File: config.mk
export PLATFORM = sky130hd
export DESIGN_NAME = fetch_sequencer_flat
export DESIGN_NICKNAME = d
export VERILOG_FILES = /design/src/rtl/fetch_sequencer_if.sv /design/src/rtl/fetch_sequencer.sv /design/src/flat_wrapper.sv
export SDC_FILE = /design/constraint.sdc
export NUM_CORES = 1
export LEC_CHECK = 0
export CAP_MARGIN = 0
export CORE_MARGIN = 1.5
export CORE_UTILIZATION = 40
export CTS_CLUSTER_SIZE = 14
export DETAILED_ROUTE_END_ITERATION = 7
export HOLD_SLACK_MARGIN = 0.08
export MAX_ROUTING_LAYER = met4
export PLACE_DENSITY = 0.95
export SLEW_MARGIN = 20
export SYNTH_ARGS = -nofsm -noshare
export SYNTH_HDL_FRONTEND = slang
export SYNTH_SLANG_ARGS = --single-unit
File: constraint.sdc
create_clock -name clk -period 3.75 [get_ports clk]
set_input_delay 0.75 -clock clk [delete_from_list [all_inputs] [get_ports clk]]
set_output_delay 0.75 -clock clk [all_outputs]
set_load 0.02 [all_outputs]
File: src/rtl/fetch_sequencer_if.sv
// rtl/fetch_sequencer_if.sv - PC control, instruction-memory fetch and decode handoff signals
interface fetch_sequencer_if;
    logic [31:0] pc;
    logic        pc_en;
    logic        pc_src;
    logic [31:0] pc_target;
    logic        imem_req;
    logic [31:0] imem_addr;
    logic        imem_ready;
    logic [31:0] imem_rdata;
    logic [31:0] instr;
    logic [31:0] instr_pc;
    logic        instr_valid;
    logic        instr_ack;
    logic        redirect_valid;
    logic [31:0] redirect_target;
    logic        halt_req;
    logic        resume;
    logic        halted;
    logic        trap_misaligned;
    logic        bus_error;

    // Sequencer side: drives PC control, fetch request and decode handoff
    modport master (
        input  pc, imem_ready, imem_rdata, instr_ack,
               redirect_valid, redirect_target, halt_req, resume,
        output pc_en, pc_src, pc_target, imem_req, imem_addr,
               instr, instr_pc, instr_valid, halted, trap_misaligned, bus_error
    );

    // Environment side: program counter, instruction memory and decode
    modport slave (
        output pc, imem_ready, imem_rdata, instr_ack,
               redirect_valid, redirect_target, halt_req, resume,
        input  pc_en, pc_src, pc_target, imem_req, imem_addr,
               instr, instr_pc, instr_valid, halted, trap_misaligned, bus_error
    );
endinterface

File: src/rtl/fetch_sequencer.sv
// rtl/fetch_sequencer.sv - fetch sequencer: boot delay, fetch/hold handshake, redirect, halt, traps
module fetch_sequencer #(
    parameter int BOOT_DELAY  = 2,
    parameter int MEM_TIMEOUT = 255
) (
    input logic              clk,
    input logic              reset,
    fetch_sequencer_if.master bus
);
    localparam int              BW        = $clog2(BOOT_DELAY + 1);
    localparam logic [BW-1:0]   BOOT_LAST = BW'(BOOT_DELAY - 1);
    localparam logic [7:0]      TMO_LAST  = 8'(MEM_TIMEOUT - 1);

    typedef enum logic [1:0] {
        S_BOOT  = 2'd0,
        S_FETCH = 2'd1,
        S_HOLD  = 2'd2,
        S_HALT  = 2'd3
    } state_t;

    state_t         r_state;
    logic [BW-1:0]  r_boot_cnt;
    logic [7:0]     r_tmo;
    logic [31:0]    r_instr;
    logic [31:0]    r_instr_pc;
    logic           r_instr_valid;
    logic           r_halted;
    logic           r_trap;
    logic           r_bus_err;

    logic w_active;
    logic w_redirect;
    logic w_misaligned;
    logic w_take_redirect;
    logic w_fetch_done;

    // Redirect and halt are only honoured while fetching or holding an instruction
    assign w_active        = (r_state == S_FETCH) || (r_state == S_HOLD);
    assign w_redirect      = w_active && bus.redirect_valid;
    assign w_misaligned    = w_redirect && (bus.redirect_target[1:0] != 2'b00);
    assign w_take_redirect = w_redirect && !w_misaligned;
    // A completed fetch only advances the PC when nothing of higher priority is pending
    assign w_fetch_done    = (r_state == S_FETCH) && bus.imem_ready
                             && !bus.redirect_valid && !bus.halt_req;

    // Combinational outputs are forced low while reset is held
    assign bus.pc_en     = reset && (w_take_redirect || w_fetch_done);
    assign bus.pc_src    = reset && w_take_redirect;
    assign bus.imem_req  = reset && (r_state == S_FETCH);
    assign bus.imem_addr = reset ? bus.pc : 32'd0;
    assign bus.pc_target = reset ? bus.redirect_target : 32'd0;

    assign bus.instr           = r_instr;
    assign bus.instr_pc        = r_instr_pc;
    assign bus.instr_valid     = r_instr_valid;
    assign bus.halted          = r_halted;
    assign bus.trap_misaligned = r_trap;
    assign bus.bus_error       = r_bus_err;

    // Sequencer state machine with registered decode handoff and status pulses
    always_ff @(posedge clk or negedge reset) begin
        if (!reset) begin
            r_state       <= S_BOOT;
            r_boot_cnt    <= '0;
            r_tmo         <= '0;
            r_instr       <= '0;
            r_instr_pc    <= '0;
            r_instr_valid <= 1'b0;
            r_halted      <= 1'b0;
            r_trap        <= 1'b0;
            r_bus_err     <= 1'b0;
        end else begin
            r_trap    <= 1'b0;
            r_bus_err <= 1'b0;
            case (r_state)
                S_BOOT: begin
                    if (r_boot_cnt == BOOT_LAST) begin
                        r_boot_cnt <= '0;
                        r_state    <= S_FETCH;
                    end else begin
                        r_boot_cnt <= r_boot_cnt + BW'(1);
                    end
                end
                S_FETCH, S_HOLD: begin
                    if (w_misaligned) begin
                        r_trap        <= 1'b1;
                        r_instr_valid <= 1'b0;
                        r_halted      <= 1'b1;
                        r_tmo         <= '0;
                        r_state       <= S_HALT;
                    end else if (bus.halt_req) begin
                        r_instr_valid <= 1'b0;
                        r_halted      <= 1'b1;
                        r_tmo         <= '0;
                        r_state       <= S_HALT;
                    end else if (bus.redirect_valid) begin
                        // Flush the held instruction and restart fetching at the target
                        r_instr_valid <= 1'b0;
                        r_tmo         <= '0;
                        r_state       <= S_FETCH;
                    end else if (r_state == S_FETCH) begin
                        if (bus.imem_ready) begin
                            r_instr       <= bus.imem_rdata;
                            r_instr_pc    <= bus.pc;
                            r_instr_valid <= 1'b1;
                            r_tmo         <= '0;
                            r_state       <= S_HOLD;
                        end else if (r_tmo == TMO_LAST) begin
                            r_bus_err <= 1'b1;
                            r_halted  <= 1'b1;
                            r_tmo     <= '0;
                            r_state   <= S_HALT;
                        end else begin
                            r_tmo <= r_tmo + 8'd1;
                        end
                    end else if (bus.instr_ack) begin
                        r_instr_valid <= 1'b0;
                        r_state       <= S_FETCH;
                    end
                end
                S_HALT: begin
                    if (bus.resume) begin
                        r_halted <= 1'b0;
                        r_state  <= S_FETCH;
                    end
                end
                default: r_state <= S_BOOT;
            endcase
        end
    end
endmodule

File: src/flat_wrapper.sv
// flat-port wrapper written by rule: the top's interface ports become plain ports
module fetch_sequencer_flat 
#(
    parameter int BOOT_DELAY  = 2,
    parameter int MEM_TIMEOUT = 255
)
  (clk, reset, bus_pc, bus_imem_ready, bus_imem_rdata, bus_instr_ack, bus_redirect_valid, bus_redirect_target, bus_halt_req, bus_resume, bus_pc_en, bus_pc_src, bus_pc_target, bus_imem_req, bus_imem_addr, bus_instr, bus_instr_pc, bus_instr_valid, bus_halted, bus_trap_misaligned, bus_bus_error);
  fetch_sequencer_if bus_i ();
  input logic clk;
  input logic reset;
  input wire logic [$bits(bus_i.pc)-1:0] bus_pc;
  input wire logic [$bits(bus_i.imem_ready)-1:0] bus_imem_ready;
  input wire logic [$bits(bus_i.imem_rdata)-1:0] bus_imem_rdata;
  input wire logic [$bits(bus_i.instr_ack)-1:0] bus_instr_ack;
  input wire logic [$bits(bus_i.redirect_valid)-1:0] bus_redirect_valid;
  input wire logic [$bits(bus_i.redirect_target)-1:0] bus_redirect_target;
  input wire logic [$bits(bus_i.halt_req)-1:0] bus_halt_req;
  input wire logic [$bits(bus_i.resume)-1:0] bus_resume;
  output wire logic [$bits(bus_i.pc_en)-1:0] bus_pc_en;
  output wire logic [$bits(bus_i.pc_src)-1:0] bus_pc_src;
  output wire logic [$bits(bus_i.pc_target)-1:0] bus_pc_target;
  output wire logic [$bits(bus_i.imem_req)-1:0] bus_imem_req;
  output wire logic [$bits(bus_i.imem_addr)-1:0] bus_imem_addr;
  output wire logic [$bits(bus_i.instr)-1:0] bus_instr;
  output wire logic [$bits(bus_i.instr_pc)-1:0] bus_instr_pc;
  output wire logic [$bits(bus_i.instr_valid)-1:0] bus_instr_valid;
  output wire logic [$bits(bus_i.halted)-1:0] bus_halted;
  output wire logic [$bits(bus_i.trap_misaligned)-1:0] bus_trap_misaligned;
  output wire logic [$bits(bus_i.bus_error)-1:0] bus_bus_error;
  assign bus_i.pc = bus_pc;
  assign bus_i.imem_ready = bus_imem_ready;
  assign bus_i.imem_rdata = bus_imem_rdata;
  assign bus_i.instr_ack = bus_instr_ack;
  assign bus_i.redirect_valid = bus_redirect_valid;
  assign bus_i.redirect_target = bus_redirect_target;
  assign bus_i.halt_req = bus_halt_req;
  assign bus_i.resume = bus_resume;
  assign bus_pc_en = bus_i.pc_en;
  assign bus_pc_src = bus_i.pc_src;
  assign bus_pc_target = bus_i.pc_target;
  assign bus_imem_req = bus_i.imem_req;
  assign bus_imem_addr = bus_i.imem_addr;
  assign bus_instr = bus_i.instr;
  assign bus_instr_pc = bus_i.instr_pc;
  assign bus_instr_valid = bus_i.instr_valid;
  assign bus_halted = bus_i.halted;
  assign bus_trap_misaligned = bus_i.trap_misaligned;
  assign bus_bus_error = bus_i.bus_error;
  fetch_sequencer #(.BOOT_DELAY(BOOT_DELAY), .MEM_TIMEOUT(MEM_TIMEOUT)) u_core (.clk(clk), .reset(reset), .bus(bus_i));
endmodule
== Word level (Yosys, flattened, before mapping) ==
Cells that the tools add are included.

* Add/sub/neg operators: 2
* Multipliers: 0
* Divide/modulo/power cells: 0
* Magnitude comparators: 0
* Equal/unequal tests: 14
* Shift operators: 0
* Mux-type cells: 42
* Bitwise gates (word level): 3
* Reduce and logical (&&, ||, !) cells: 25

{| class="wikitable"
|+ Operators by type and width
! cell !! count
|-
| $mux 32 || 2
|-
| $mux 8 || 6
|-
| $mux 1 || 22
|-
| $mux 2 || 10
|-
| $reduce_and 6->1 || 2
|-
| $logic_and 1x1->1 || 9
|-
| $add 8x1->8 const B || 1
|-
| $eq 8x8->1 const B || 1
|-
| $ne 4x2->1 const B || 2
|-
| $ne 4x3->1 const B || 2
|-
| $ne 7x6->1 const B || 1
|-
| $ne 6x4->1 const B || 1
|-
| $pmux 2 s3 || 1
|-
| $ne 5x4->1 const B || 1
|-
| $reduce_bool 5->1 || 1
|-
| $eq 2x1->1 const B || 2
|-
| $eq 2x2->1 const B || 2
|-
| $reduce_and 4->1 || 1
|-
| $reduce_bool 2->1 || 2
|-
| $reduce_bool 4->1 || 1
|-
| $logic_not 1->1 || 3
|-
| $not 1->1 || 3
|-
| $reduce_and 3->1 || 1
|-
| $add 2x1->2 const B || 1
|-
| 7 further kinds || 8
|}

* Bits in registers: 80
* Bits in latches: 0
* RAM bits: 0
* Bits in read-only memories: 0
* Output and inout port bits: 135
* Memories: 0

== Longest topological paths before layout ==
Gate-level depths: netlist of run 1.

* Depth after elaboration: 8
* Gate-level depth with buffers: 8
* Depth with buffers taken out: 6

== Worst setup path before layout of run 1 ==
No wires, ideal clock.

* Kind: input port to output port
* From: input port bus_halt_req
* To: output port bus_pc_en
* Arrival: 1,723 ps
* Data required time: 3,000 ps
* Setup slack: 1,277 ps
* Stages on the path: 5
* Cells stage by stage: buf_2 -> nor3_2 -> buf_2 -> buf_4 -> o21a_1

* Longest elaborated chain between the ends: 4

{| class="wikitable"
|+ Ends and longest elaborated chain
! what !! line !! text
|-
| start, declared || flat_wrapper.sv:17 || <nowiki>input wire logic [$bits(bus_i.halt_req)-1:0] bus_halt_req;</nowiki>
|-
| $logic_not 1->1 || fetch_sequencer.sv:44 || <nowiki>&& !bus.redirect_valid && !bus.halt_req;</nowiki>
|-
| $logic_and 1x1->1 || fetch_sequencer.sv:44 ||
|-
| $logic_or 1x1->1 || fetch_sequencer.sv:47 || <nowiki>assign bus.pc_en = reset && (w_take_redirect || w_fetch_done);</nowiki>
|-
| $logic_and 1x1->1 || fetch_sequencer.sv:47 ||
|-
| end, declared || flat_wrapper.sv:19 || <nowiki>output wire logic [$bits(bus_i.pc_en)-1:0] bus_pc_en;</nowiki>
|}

No other way between the ends.

== Worst setup path after layout of run 1 ==
* From: input port bus_redirect_valid
* To: output port bus_pc_src

* Longest elaborated chain between the ends: 5

{| class="wikitable"
|+ Ends and longest elaborated chain
! what !! line !! text
|-
| start, declared || flat_wrapper.sv:15 || <nowiki>input wire logic [$bits(bus_i.redirect_valid)-1:0] bus_redirect_valid;</nowiki>
|-
| $logic_and 1x1->1 * || fetch_sequencer.sv:39 || <nowiki>assign w_redirect = w_active && bus.redirect_valid;</nowiki>
|-
| $logic_and 1x1->1 || fetch_sequencer.sv:40 || <nowiki>assign w_misaligned = w_redirect && (bus.redirect_target[1:0] != 2'b00);</nowiki>
|-
| $logic_not 1->1 || fetch_sequencer.sv:41 || <nowiki>assign w_take_redirect = w_redirect && !w_misaligned;</nowiki>
|-
| $logic_and 1x1->1 * || fetch_sequencer.sv:41 ||
|-
| $logic_and 1x1->1 * || fetch_sequencer.sv:48 || <nowiki>assign bus.pc_src = reset && w_take_redirect;</nowiki>
|-
| end, declared || flat_wrapper.sv:20 || <nowiki>output wire logic [$bits(bus_i.pc_src)-1:0] bus_pc_src;</nowiki>
|}

Mark *: on every way between the ends. The rest lies on a longest branch, timed or not.

==> results of run 1 <==
## layout make-up
type                       count  area [µm²]
inverter                       7        26.3
multi-input combinational    197        1620
fill                         575        2420
tap                          108         135
clock inverter                 6        91.3
timing repair buffer         245        2430
clock buffer                  10         128
sequential                    80        2000
## registers in the layout, indices dropped and copies added, names as in the netlist
| register | count |
|---|---|
| u_core.bus.instr_pc | 32 |
| u_core.bus.instr_valid | 1 |
| u_core.r_tmo | 8 |
| u_core.r_boot_cnt | 2 |
| u_core.bus.halted | 1 |
| u_core.bus.instr | 32 |
| u_core.bus.trap_misaligned | 1 |
| u_core.r_state | 2 |
| u_core.bus.bus_error | 1 |
## per-stage QoR
| stage | power [mW] | worst slack (ps) | cell area [µm²] | utilization (%) |
|---|---|---|---|---|
| after floorplan | 2.48 | 1280 | 3720 | - |
| after global placement | 3.51 | 592 | 6210 | 70.2 |
| after detailed placement | 3.60 | 599 | 6210 | 70.2 |
| after CTS | 4.30 | 573 | 6430 | 72.7 |
| after global routing | 4.47 | 409 | 6430 | 72.7 |
| final | 4.26 | 576 | 6430 | 72.7 |
## layout by cell type, fill, tap and decap left out, types with 4 or more instances in the layout
cell type                         instances
sky130_fd_sc_hd__clkdlybuf4s50_1        236
sky130_fd_sc_hd__mux2_2                  65
sky130_fd_sc_hd__ha_1                     5
sky130_fd_sc_hd__nor2_1                   9
sky130_fd_sc_hd__xor2_1                   4
sky130_fd_sc_hd__nand2_1                  6
sky130_fd_sc_hd__and2_1                  67
sky130_fd_sc_hd__buf_4                    9
sky130_fd_sc_hd__dfrtp_1                 80
sky130_fd_sc_hd__clkbuf_8                 9
sky130_fd_sc_hd__inv_1                    6
## report_power, final
| part | switching [mW] | internal, mW |
|---|---|---|
| clock | 0.314 | 0.379 |
| combinational | 1.00 | 1.12 |
| sequential | 0.200 | 1.24 |
| total | 1.51 | 2.74 |
## logic make-up (layout without fill, tap and decap cells)
family | Yosys count | count (layout)
mux | 66 | 66
fa+ha+maj | 5 | 5
flops | 80 | 80
simple gates | 100 | 100
xor+xnor | 7 | 7
compound gates | 19 | 19
buf+inv | 24 | 268
## final timing paths
path,from,endpoint,slack (ps),cells past startpoint
worst min-delay path,reset,u_core.bus.instr[9]$_DFFE_PN0P_,440,1
worst max register to register,u_core.r_state[1]$_DFFE_PN0P_,u_core.bus.instr_pc[11]$_DFFE_PN0P_,1380,6
max in group asynchronous,reset,u_core.bus.instr[0]$_DFFE_PN0P_,2460,2
worst min register to register,u_core.r_boot_cnt[0]$_DFFE_PN0N_,u_core.r_boot_cnt[0]$_DFFE_PN0N_,490,1
min in group clk,u_core.r_boot_cnt[0]$_DFFE_PN0N_,u_core.r_boot_cnt[0]$_DFFE_PN0N_,490,1
worst max-delay path,bus_redirect_valid,bus_pc_src,580,5
## per-layer routing
metal	routed length, µm	global-route usage, %	vias to the layer above
met3	871	4.78	21
met1	4000	23.8	1519
met2	5350	38.6	188
li1	-	-	1510
met5	0	-	-
met4	282	10.2	0
==> results summary, run 1 <==
The number of optimization iterations in the first detailed-route pass came out at 4. The synthesized-area fraction occupied by and/or/nand/nor cells came out at between 10% and 20%. Hold is met by 441 ps.

The count of warnings emitted by yosys came out at 0. The flow ran to the end, and the final reports show no timing, DRC or antenna violations. The power density over the cells came out at approximately 660 nW/µm². Setup violations remaining at the end of the flow were counted as 0. The cell family contributing the most delay on the critical path is buffers and inverters. The CTS tree is done.

Setup repair after global routing left no endpoint under its margin. Summing the areas of all fa, ha and maj instances in the mapped netlist gives roughly 1.7% of the synthesized area. The floorplan step defined a core boundary enclosing ~8800 µm².

The kind of launch point of the worst setup path is a primary input. Buffers added to address setup during post-CTS repair amount to 0. The initial core utilization came out at approximately 42%.

The clock net sink count came out at 80. The overall overflow remaining after global route is 0. The post-synthesis share of cell area spent on xor and xnor gates came out at 1.65%. The congestion estimate from routability-driven global placement came to roughly 0.84.

Walking the worst path, the cells encountered are clkdlybuf4s50_1 -> nor4bb_1 -> buf_4 -> and2_1 -> clkdlybuf4s50_1. In this design, the stage delay of the slowest critical-path cell is roughly 620 ps. From synthesis to final layout, the design area changed by 72.9%. The hold violation total from the final report is 0.

The clock reaches the later pin of the worst-skew pair after 350 ps. The time the worst path needs with I/O delays and setup is about 3200 ps. The DRC violation count after routing came out at 0. The register bit total from synthesis came out at 80. The max-capacitance violation count is 0. In the final timing run, aggregate negative setup slack is 0 ps.

The final setup skew is between 5 and 6 ps. The detailed placer's ending HPWL came out at around 8000 µm. The commonest cells after synthesis are 80 x sky130_fd_sc_hd__dfrtp_1, 67 x sky130_fd_sc_hd__and2_1, 65 x sky130_fd_sc_hd__mux2_2. The maximum root-to-sink buffer count is 2. The final route contains around 3200 vias.

The hold buffer count at cts is 0. The layout net count is 648. Together, buffers and inverters on the worst path number 3.

The routed wire length per instance came out at about 16 µm. The required arrival time at the worst endpoint came out at roughly 3000 ps. The maximum vdd drop came out at approximately 0.39 mV.

The total detailed-routing wirelength came out at around 11000 µm. In the synthesized netlist, mux cells make up roughly a fifth of the area. In this run the worst hold path is classified as in -> async. In the synthesized netlist, the number of instances is roughly 300. By area, the combinational part of the netlist is dominated by multiplexers. When the netlist entered floorplanning its net count stood at 409. The cell with the most instances on the worst path is sky130_fd_sc_hd__clkdlybuf4s50_1.

The number of global-route vias before repair came to roughly 3400. STA puts the critical path data arrival time at roughly 2400 ps. The slowest stage of the critical path is the sky130_fd_sc_hd__clkdlybuf4s50_1 cell.

The number of gates given a new drive strength after cts is 0. The clock tree synthesis step divided the H-tree into 3 levels. Yosys attributes the largest share of cell area to sky130_fd_sc_hd__dfrtp_1 54%, sky130_fd_sc_hd__mux2_2 20%, sky130_fd_sc_hd__and2_1 11%. The total routing usage reported by global routing is approximately 22%. The area fraction in compound gates after synthesis is slightly above 4%. The global-route wire length before repair came out at approximately 16000 µm. The slew at the pin closest to its max-slew limit is 837 ps.

The critical path is of the in -> out type. The layout cell share with drive strength beyond 1 is 17.6%. The area share of the leading cell type in the synthesized netlist came out at between 50% and 60%.

The overall die height is 99.4 µm. For this block, the initial DRC count from the detailed router was 71. For this design the top-level I/O count stands at between 200 and 250. The worst setup path is captured at an output port. The count of nets left with antenna violations after detail routing is 0. The final clock period utilization by the worst path is 84.6%. Buffers inserted during clock tree synthesis total 9.

For this run, the number of standard cells in the final layout without fillers is roughly 650. The initial antenna violation count is 0. The horizontal die dimension is between 90 and 100 µm.

sky130_fd_sc_hd__dfrtp_1 is the most common cell in the netlist. After detailed routing, the number of vias per cell comes to 4.96. The number of antenna repair diodes is 0. The final count of pins violating max slew came out at 0. The die footprint is 9880 µm². The number of distinct library cells after synthesis came out at 41. The post-synthesis sequential area ratio is 53.8%. The pin count of the biggest net entering global routing came out at 91. The leakage power came out at 2.64 nW. In this run the clock root is driven by a sky130_fd_sc_hd__clkbuf_8. The clock transition at the registers of the reported paths is ~80 ps. The number of buffer cells added on primary ports came out at around 240. The synthesized design spends more area on one cell type than any other, namely sky130_fd_sc_hd__dfrtp_1.

After synthesis, the mean cell area works out to about 12 µm². The upper clock frequency limit came out at 315 MHz. After floorplanning, the core was divided into 34 placement rows.

Counting flops with a built-in enable in the synthesized netlist gives 0. The async set-or-reset flop fraction in the synthesized netlist came out at between 90% and 100%. The count of placed standard cells including taps is about 640. The post-synthesis instance area came out at 3720 µm². The leading register cell type out of synthesis is sky130_fd_sc_hd__dfrtp_1. The largest fanout of any net on the critical path came out at 3. The normalized max-slew margin is 44.2%.
Power figures use the tool's default switching activity.
==> run 2: changes to the inputs <==
--- a/config.mk
+++ b/config.mk
@@ -7,12 +7,12 @@
 export LEC_CHECK = 0
 export CAP_MARGIN = 0
 export CORE_MARGIN = 1.5
-export CORE_UTILIZATION = 40
+export CORE_UTILIZATION = 33
 export CTS_CLUSTER_SIZE = 14
 export DETAILED_ROUTE_END_ITERATION = 7
 export HOLD_SLACK_MARGIN = 0.08
 export MAX_ROUTING_LAYER = met4
-export PLACE_DENSITY = 0.95
+export PLACE_DENSITY = 0.85
 export SLEW_MARGIN = 20
 export SYNTH_ARGS = -nofsm -noshare
 export SYNTH_HDL_FRONTEND = slang
==> constraint.sdc (replaced) <==
create_clock -name clk -period 2.7 [get_ports clk]
set_input_delay 0.54 -clock clk [delete_from_list [all_inputs] [get_ports clk]]
set_output_delay 0.54 -clock clk [all_outputs]
set_load 0.02 [all_outputs]
==> results summary, run 2 (synthesized netlist as in run 1, its figures left out) <==
Result of the run: finished, final reports clean (unchanged). The number of global-route vias before repair is 3401 (was 3375). The final cell utilization of the core is 60.4% (was 72.7%). The category of the most critical setup path was in -> out (unchanged). The clock latency on the worst-skew pair is 320 ps (was 350 ps). The cell at the slowest stage of the critical path is sky130_fd_sc_hd__clkdlybuf4s50_1 (unchanged). The largest fanout of any net on the critical path is 3 (unchanged).

The routability congestion estimate from global placement is 0.797 (was 0.839). The time the worst path needs with I/O delays and setup is 2370 ps. The overall overflow remaining after global route is 0 (unchanged). The hold violation total from the final report is 0 (unchanged). The boundary pin count was 238 (unchanged). The initial antenna violation count is 0 (unchanged). The power density over the cells came out at 916 nW/µm² (was 662 nW/µm²). The total detailed-routing wirelength is 10400 µm (was 10500 µm). The global-route wire length before repair came out at 16000 µm (was 16400 µm).

The upper clock frequency limit came out at between 400 and 500 MHz. The area of the core region is 10900 µm² (was 8850 µm²). The proportion of power drawn by combinational gates came out at 48.8% (was 49.9%). The detailed placer's ending HPWL came out at 8040 µm (was 8200 µm). The final total negative setup slack came to 0 ps (unchanged). The CTS H-tree depth is 3 (unchanged).

The CTS tree is done (unchanged). The gate family responsible for the most delay along the worst path was buffers and inverters (unchanged). The total via count after detailed routing came out at 3208 (was 3238). Most used cells in the layout excluding fill and tap cells: 234 x sky130_fd_sc_hd__clkdlybuf4s50_1, 80 x sky130_fd_sc_hd__dfrtp_1, 67 x sky130_fd_sc_hd__and2_1, 65 x sky130_fd_sc_hd__mux2_2, 10 x sky130_fd_sc_hd__buf_4 (was 236 x sky130_fd_sc_hd__clkdlybuf4s50_1, 80 x sky130_fd_sc_hd__dfrtp_1, 67 x sky130_fd_sc_hd__and2_1, 65 x sky130_fd_sc_hd__mux2_2). The cell with the most instances on the worst path is sky130_fd_sc_hd__clkdlybuf4s50_1 (unchanged). The total chip power is 6.05 mW (was 4.26 mW). The number of antenna repair diodes came out at 0 (unchanged).

The arrival time at the worst endpoint came out at 1830 ps (was 2420 ps). The die footprint came out at 11900 µm² (was 9880 µm²). The initial core utilization came out at 34.0% (was 42.0%). The normalized max-slew margin came out at 53.2% (was 44.2%). The layout overhead on the synthesized area is 77.7% (was 72.9%). The pin count of the biggest net entering global routing is 60 (was 91). Cell-by-cell listing of the critical path: clkdlybuf4s50_1 -> and2_1 -> clkdlybuf4s50_1 (was clkdlybuf4s50_1 -> nor4bb_1 -> buf_4 -> and2_1 -> clkdlybuf4s50_1). The cell at the root of the clock tree is sky130_fd_sc_hd__clkbuf_16 (was sky130_fd_sc_hd__clkbuf_8). The final clock period utilization by the worst path came out at between 80% and 90%.

The kind of end point of the critical path is an output port (unchanged). The max-capacitance violation count came out at 0 (unchanged). The count of nets left with antenna violations after detail routing came out at 0 (unchanged). The slew at the pin closest to its max-slew limit came to 693 ps (was 837 ps). The layout cell share with drive strength beyond 1 is 18.2% (was 17.6%). The number of buffers created by CTS is 9 (unchanged).

The total routing usage reported by global routing came out at 17.8% (was 22.0%). The number of standard-cell rows in the floorplan came out at 38 (was 34). The layout net count is 652 (was 648). Setup repair after global routing missed its margin: no (unchanged). The detail-routed via count per cell came out at 4.66 (was 4.96). The switching portion of total power is 34.6% (was 35.6%). The clock network fraction of design power was 18.4% (was 16.3%). The maximum root-to-sink buffer count is 2 (unchanged). The number of setup buffers added after CTS came out at 0 (unchanged). The maximum single-stage delay on the critical path is 600 ps (was 620 ps). The number of buffer and inverter instances along the worst setup path came out at 2 (was 3).

The overall die height came out at 109 µm (was 99.4 µm). The commonest non-fill, non-tap cell in the layout is sky130_fd_sc_hd__clkdlybuf4s50_1 (unchanged). The worst-case setup slack after placement came out at -53.7 ps (was 599 ps). The starting DRC count in detailed routing is 110 (was 71). The horizontal die dimension came out at 109 µm (was 99.4 µm). The maximum vdd drop came to 0.446 mV (was 0.387 mV). The routed wire length per instance is 15.0 µm (was 16.1 µm). The end of the worst register-to-register path is u_core.r_state[0]$_DFFE_PN0P_ (was u_core.bus.instr_pc[11]$_DFFE_PN0P_). The clock net sink count was 80 (unchanged). The worst hold margin is 230 ps (was 441 ps). The kind of launch point of the worst setup path was a primary input (unchanged).

The startpoint of the most critical register-to-register path is u_core.r_state[0]$_DFFE_PN0P_ (was u_core.r_state[1]$_DFFE_PN0P_). The internal power is 3.96 mW (was 2.74 mW). The least setup slack across all paths after layout is 325 ps (was 576 ps). The required arrival time at the worst endpoint is 2160 ps (was 3000 ps). The number of buffer cells added on primary ports came out at 237 (unchanged). The number of optimization iterations in the first detailed-route pass is 4 (unchanged). The final count of pins violating max slew came to 0 (unchanged). The DRC violation count after routing came out at 0 (unchanged). The type of the worst min-delay path is in -> async (unchanged). The number of filler cells placed in the layout is 878 (was 575). The net load switching power came to 2.10 mW (was 1.51 mW).

The clock transition at the registers of the reported paths is 60 ps (was 80 ps). The worst reg2reg path depth came out at 7 (was 6). The slack of the worst reg-to-reg path came out at 640 ps (was 1380 ps). The portion of total power attributed to sequential cells came out at 32.9% (was 33.8%). The final count of negative-setup-slack endpoints came out at 0 (unchanged). The final setup skew was 7.93 ps (was 5.72 ps). The leakage power came out at 2.72 nW (was 2.64 nW).
-- run 2: power by group through the flow --
| stage | logic (mW) | clock network [mW] | registers, mW |
|---|---|---|---|
| 6_report | 2.95 | 1.11 | 1.99 |
| 5_1_grt | 3.12 | 1.21 | 2.07 |
| 4_1_cts | 2.98 | 1.15 | 2.00 |
| 3_5_place_dp | 2.97 | 0 | 2.02 |
| 3_3_place_gp | 2.91 | 0 | 1.98 |
| 2_1_floorplan | 0.820 | 0 | 2.62 |
-- run 2: worst max path at each step --
stage,startpoint,end,slack [ps],depth (start not counted)
3_3_place_gp,bus_redirect_valid,bus_pc_src,-20,4
5_1_grt,u_core.r_state[1]$_DFFE_PN0P_,bus_imem_req,240,4
2_1_floorplan,u_core.r_state[1]$_DFFE_PN0P_,bus_pc_en,610,7
3_5_place_dp,bus_redirect_valid,bus_pc_src,-50,4
6_report,bus_redirect_target[0],bus_pc_target[0],330,3
4_1_cts,bus_redirect_valid,bus_pc_src,7,4
-- run 2: cell type report --
type	count	area, µm²	share of cell area, %
well taps	140	175	2.65
multi-input cells	197	1640	24.7
clock buffers	12	246	3.73
clock inverters	4	30.0	0.454
repair buffers	249	2490	37.7
inverters	7	26.3	0.398
flip-flops and latches	80	2000	30.3
-- run 2: stage by stage --
| step | area [µm²] | cells |
|---|---|---|
| 2_1_floorplan | 3720 | 301 |
| 3_3_place_gp | 6300 | 672 |
| 3_5_place_dp | 6300 | 672 |
| 4_1_cts | 6590 | 689 |
| 5_1_grt | 6610 | 689 |
| 6_report | 6610 | 689 |
-- run 2: routing by layer --
metal	global-route usage [%]	share of wire (%)	wire length, µm	vias to the layer above
met5	-	0	0	-
met3	2.99	6.9	711	10
met4	7.42	1.0	108	0
li1	-	-	-	1512
met2	32.1	54	5580	148
met1	19.3	38	3970	1538
-- run 2: what timing repair did --
| item | in CTS | in global routing |
|---|---|---|
| pin swaps | 0 | 0 |
| resized for setup | 2 | 3 |
| hold buffers | 1 | 0 |
| endpoints found under the setup margin | 2 | 2 |
| hold endpoints to repair | 1 | 0 |
==> patch 1 (settings of run 1) <==
`BOOT_DELAY` is set to 2 in 2 places; all go to 4.
--- a/src/rtl/fetch_sequencer.sv
+++ b/src/rtl/fetch_sequencer.sv
@@ -1,6 +1,6 @@
 // rtl/fetch_sequencer.sv - fetch sequencer: boot delay, fetch/hold handshake, redirect, halt, traps
 module fetch_sequencer #(
-    parameter int BOOT_DELAY  = 2,
+    parameter int BOOT_DELAY  = 4,
     parameter int MEM_TIMEOUT = 255
 ) (
     input logic              clk,
--- a/src/flat_wrapper.sv
+++ b/src/flat_wrapper.sv
@@ -1,7 +1,7 @@
 // flat-port wrapper written by rule: the top's interface ports become plain ports
 module fetch_sequencer_flat 
 #(
-    parameter int BOOT_DELAY  = 2,
+    parameter int BOOT_DELAY  = 4,
     parameter int MEM_TIMEOUT = 255
 )
   (clk, reset, bus_pc, bus_imem_ready, bus_imem_rdata, bus_instr_ack, bus_redirect_valid, bus_redirect_target, bus_halt_req, bus_resume, bus_pc_en, bus_pc_src, bus_pc_target, bus_imem_req, bus_imem_addr, bus_instr, bus_instr_pc, bus_instr_valid, bus_halted, bus_trap_misaligned, bus_bus_error);
Formal check against the unedited RTL: not equivalent (Yosys sat finds a counterexample within 4 cycles, from zero or initial values and one cycle with reset low).
==> patch 1 against run 1 <==
  * Die area rose by 6.3%
  * Power rose by 3.5%
  * Sequential cell count increased by 1
  * Fmax fell by 4.1%
  * Cell area increased by 3.5%
  * Worst setup slack got worse by 0.14 ns
  * Routed wire length up 9.8%
  * Synthesized area rose by 6.5%
  * Critical endpoint is now bus_pc_en
==> patch 1: results (changes against run 1) <==
[outcome]
status = complete, no violations

[critical_path]
arrival_ns = 2.56  ; +0.14 ns
cp_max_fo = 9  ; +6

[synth]
synth_cell_type_count = 41  ; unchanged
synthTopCellsByArea = dfrtp_1 51%, mux2_4 11%, and2_1 10%
ys_seq_area_share_pct = 51.2  ; -2.7 points
avgSynthCellArea_um2 = 12.6  ; +2.1%
syn_nets = 423  ; +3.4%
synth_async_sr_flop_share_pct = 100  ; unchanged
synth_common_cells = 81 x dfrtp_1, 65 x and2_1, 35 x mux2_2, 30 x mux2_4, 10 x nor2_1

[global_routing]
grt_max_degree = 61  ; -33%
grt_usage_pct = 21.7  ; -0.31 points
grt_pass1_wl_um = 17000  ; +3.6%
grt_pass1_vias = 3416  ; +1.2%

[placed_design]
postPlaceCellArea_um2 = 6450  ; +3.8%
hpwl_um = 9050  ; +10%
dp.cells = 672  ; +5.5%
pre_cts_ws_ns = 0.446  ; -0.153 ns
globalplace.congestion = 0.868  ; +3.5%

[drt]
drt_pass1_iterations = 4  ; unchanged
wirelength_um = 11500  ; +9.8%
drtIter0Drc = 82  ; +15%
vias = 3272  ; +1.1%
avgRoutedWirePerCell_um = 16.8  ; +4.3%

[power]
powerDensity_nw_per_um2 = 662  ; about the same
p_seq_w = 0.00147
p_leak_nw = 2.78  ; +5.3%
ir_drop_mv = 0.386  ; -0.46%
p_clk_share_pct = 15.1  ; -1.2 points
p_switching_w = 0.00160  ; +5.3%

[clocking]
cts_sinks = 81  ; +1.3%
path_clk_slew_ns = 0.09

[cells_and_area]
fillers = 715  ; +24%
drive_gt1_share_pct = 17.1  ; -0.50 points
final_nets = 659  ; +1.7%

[timing]
worst_pin_slew_ns = 0.858  ; +0.0210 ns
finClkSkew_ns = 0.0128  ; +0.00707 ns

==> patch 1: critical path, cell delays in order <==
cell and delay [ns]:
clkdlybuf4s50_1 0.57, nor2_2 0.23, and3_2 0.21, a31oi_1 0.04, nor2b_1 0.14, clkdlybuf4s50_1 0.61
==> patch 1: worst paths after layout <==
path	slack, ns	to	depth (start not counted)	from
max	0.44	bus_pc_en	6	bus_halt_req
min	0.32	u_core.bus.bus_error	1	reset
max reg2reg	1.38	u_core.bus.instr_pc[22]	4	u_core.r_state[1]
min reg2reg	0.50	u_core.bus.halted	1	u_core.bus.halted
max in group asynchronous	2.55	u_core.bus.instr_pc[16]	3	reset
min in group clk	0.50	u_core.bus.halted	1	u_core.bus.halted
==> patch 1: area by class of cell <==
type,count,share of cell area (%)
Clock inverter,7,1.26
Clock buffer,9,1.86
Sequential cell,81,30.5
Inverter,7,0.395
Tap cell,133,2.50
Multi-Input combinational cell,208,27.0
Timing Repair Buffer,243,36.5
==> patch 1: metal layers <==
layer | GRT usage [%] | share of wire (%) | vias to the layer above
li1 | - | - | 1545
met1 | 24.0 | 38 | 1548
met2 | 39.1 | 53 | 169
met3 | 5.36 | 8.6 | 10
met4 | 5.37 | 1.1 | 0
met5 | - | 0 | -
==> patch 1: logic make-up after synthesis <==
kind of cell | synth area share [%]
compound gates | 4.46
flops | 51.2
simple gates | 16.4
buf+inv | 3.41
xor+xnor | 1.33
mux | 21.3
fa+ha+maj | 1.90
==> patch 1: per-stage QoR <==
step	util, %	hold WS [ns]
floorplan	-	0.454
global placement	66.6	0.472
detailed placement	66.6	0.477
CTS	68.7	0.310
global route	68.7	0.323
finish	68.7	0.320
==> patch 2 (flow settings as in run 1) <==
Without the edit above. Make the reset (`reset`) synchronous in one clocked block.
--- a/src/rtl/fetch_sequencer.sv
+++ b/src/rtl/fetch_sequencer.sv
@@ -58,7 +58,7 @@
     assign bus.bus_error       = r_bus_err;
 
     // Sequencer state machine with registered decode handoff and status pulses
-    always_ff @(posedge clk or negedge reset) begin
+    always_ff @(posedge clk) begin
         if (!reset) begin
             r_state       <= S_BOOT;
             r_boot_cnt    <= '0;
Behaviour: differs if reset is asserted again (counterexample within 4 cycles, from zero or initial values and one cycle with reset low); with reset held inactive, the same outputs for 4 cycles.
==> patch 2 against run 1 <==
  * Worst setup slack worse by 0.064 ns
  * Synthesized area is 5.7% lower
  * Cell area is 3.9% lower
  * Largest cell class unchanged
  * Routed wire length up 7.9%
  * Critical path depth fell by 1
  * Sequential cell count is the same
  * Core utilization increased by 1.4 points
Power is not compared: it rests on default switching activity, and its combinational part moved more than twofold at a synthesized area within 25%.
==> patch 2: results (changes against run 1) <==
[outcome]
status = complete, no violations

[cells_and_area]
fillers = 606  ; +5.4%
final_nets = 789  ; +22%
drive_gt1_share_pct = 3.95  ; -14 points

[critical_path]
arrival_ns = 2.49  ; +0.07 ns
critical-path-max-stage-delay_ns = 0.60  ; -0.02 ns
cp_max_fo = 7  ; +4

[drt]
vias = 3845  ; +19%
drtIter0Drc = 130  ; +83%
avgRoutedWirePerCell_um = 14.4  ; -11%
drt_pass1_iterations = 4  ; unchanged
wirelength_um = 11300  ; +7.9%

[global_routing]
grt_pass1_vias = 3947  ; +17%
grt_pass1_wl_um = 18900  ; +16%
grt_usage_pct = 25.1  ; +3.1 points
antenna_found_initial = 0  ; unchanged
grt_max_degree = 65  ; -29%

[placed_design]
dp.cells = 774  ; +22%
globalplace.congestion = 0.821  ; -2.1%
hpwl_um = 8410  ; +2.6%

[clocking]
cts_buffer_depth = 2  ; unchanged
postCtsSetupBuffers = 0  ; unchanged
clock_latency_ns = 0.33  ; -0.02 ns
cts_resized = 0  ; unchanged

[timing]
relSlewSlack_pct = 45.2  ; +1.1 points
finClkSkew_ns = 0.00875  ; +0.00304 ns

[worst_hold_path]
hold_class = reg -> reg
min_path_cells = 2

[power]
p_int_w = 0.00170
p_leak_nw = 2.17

[synth]
synth_common_cells = 137 x nand2_1, 80 x dfxtp_1, 68 x a21oi_1, 66 x and2_1, 21 x clkbuf_1
synth_cell_type_count = 39  ; -4.9%
avgSynthCellArea_um2 = 7.69  ; -38%
ys_seq_area_share_pct = 45.6  ; -8.2 points
syn_nets = 565  ; +38%
synthTopCellsByArea = dfxtp_1 46%, nand2_1 15%, and2_1 12%
synth_async_sr_flop_share_pct = 0  ; -100 points

-- patch 2: cell types whose count changed after synthesis, sizes merged, moves of 4 or more --
cell,change
dfrtp,-80
nand2,+131
xor2,-4
clkbuf,+14
dfxtp,+80
o21ai,+6
a21oi,+65
mux2,-65
-- patch 2: final cells by class --
type,instances,area [um^2],area share [%]
clock inverter,6,109,1.76
multi-input combinational,340,1770,28.6
tap,105,131,2.13
inverter,6,22.5,0.364
timing repair buffer,243,2420,39.2
clock buffer,9,124,2.00
sequential,80,1600,25.9
-- patch 2: path summary, 6_finish.rpt --
check	startpoint	endpoint	slack (ns)
hold / removal	u_core.r_boot_cnt[1]	u_core.r_boot_cnt[1]	0.43
hold reg to reg	u_core.r_boot_cnt[1]	u_core.r_boot_cnt[1]	0.43
setup reg to reg	u_core.r_state[0]	u_core.r_tmo[7]	1.69
setup / recovery	bus_redirect_valid	bus_pc_en	0.51
-- patch 2: kinds of logic (layout without fill, tap and decap cells) --
group | after synthesis | count (layout) | synth area share (%)
AO/OA/AOI/OAI | 91 | 91 | 14.7
flip-flops | 80 | 80 | 45.6
buffers and inverters | 36 | 264 | 4.17
multiplexers | 1 | 1 | 0.285
adder cells (fa/ha/maj) | 6 | 6 | 2.14
AND/OR/NAND/NOR | 237 | 237 | 31.8
XOR/XNOR | 5 | 5 | 1.25
-- patch 2: worst min-delay path, delay by kind of cell (launching register included) --
family          cells  cell delay (ns)
flops               1             0.31
simple gates        1             0.05
compound gates      1             0.03
-- patch 2: power by group through the flow --
stage,combinational [W],clock [W],sequential (W)
2_1_floorplan,0.000354,0,0.00101
5_1_grt,0.000816,0.000793,0.000948
3_5_place_dp,0.000750,0,0.000960
4_1_cts,0.000757,0.000757,0.000940
6_report,0.000754,0.000734,0.000940
3_3_place_gp,0.000730,0,0.000956
-- patch 2: through the flow --
stage	worst slack, ns	area, um^2
global placement	0.577	5950
finish	0.512	6180
CTS	0.525	6180
global route	0.392	6180
detailed placement	0.525	5950
floorplan	1.25	3510
-- patch 2: layer usage --
layer / GRT usage [%] / part of all wire, % / vias up
met3: 5.27 / 6.1 / 30
met2: 44.6 / 50 / 153
li1: - / - / 1938
met1: 27.3 / 41 / 1724
met5: - / 0 / -
met4: 9.81 / 3.0 / 0
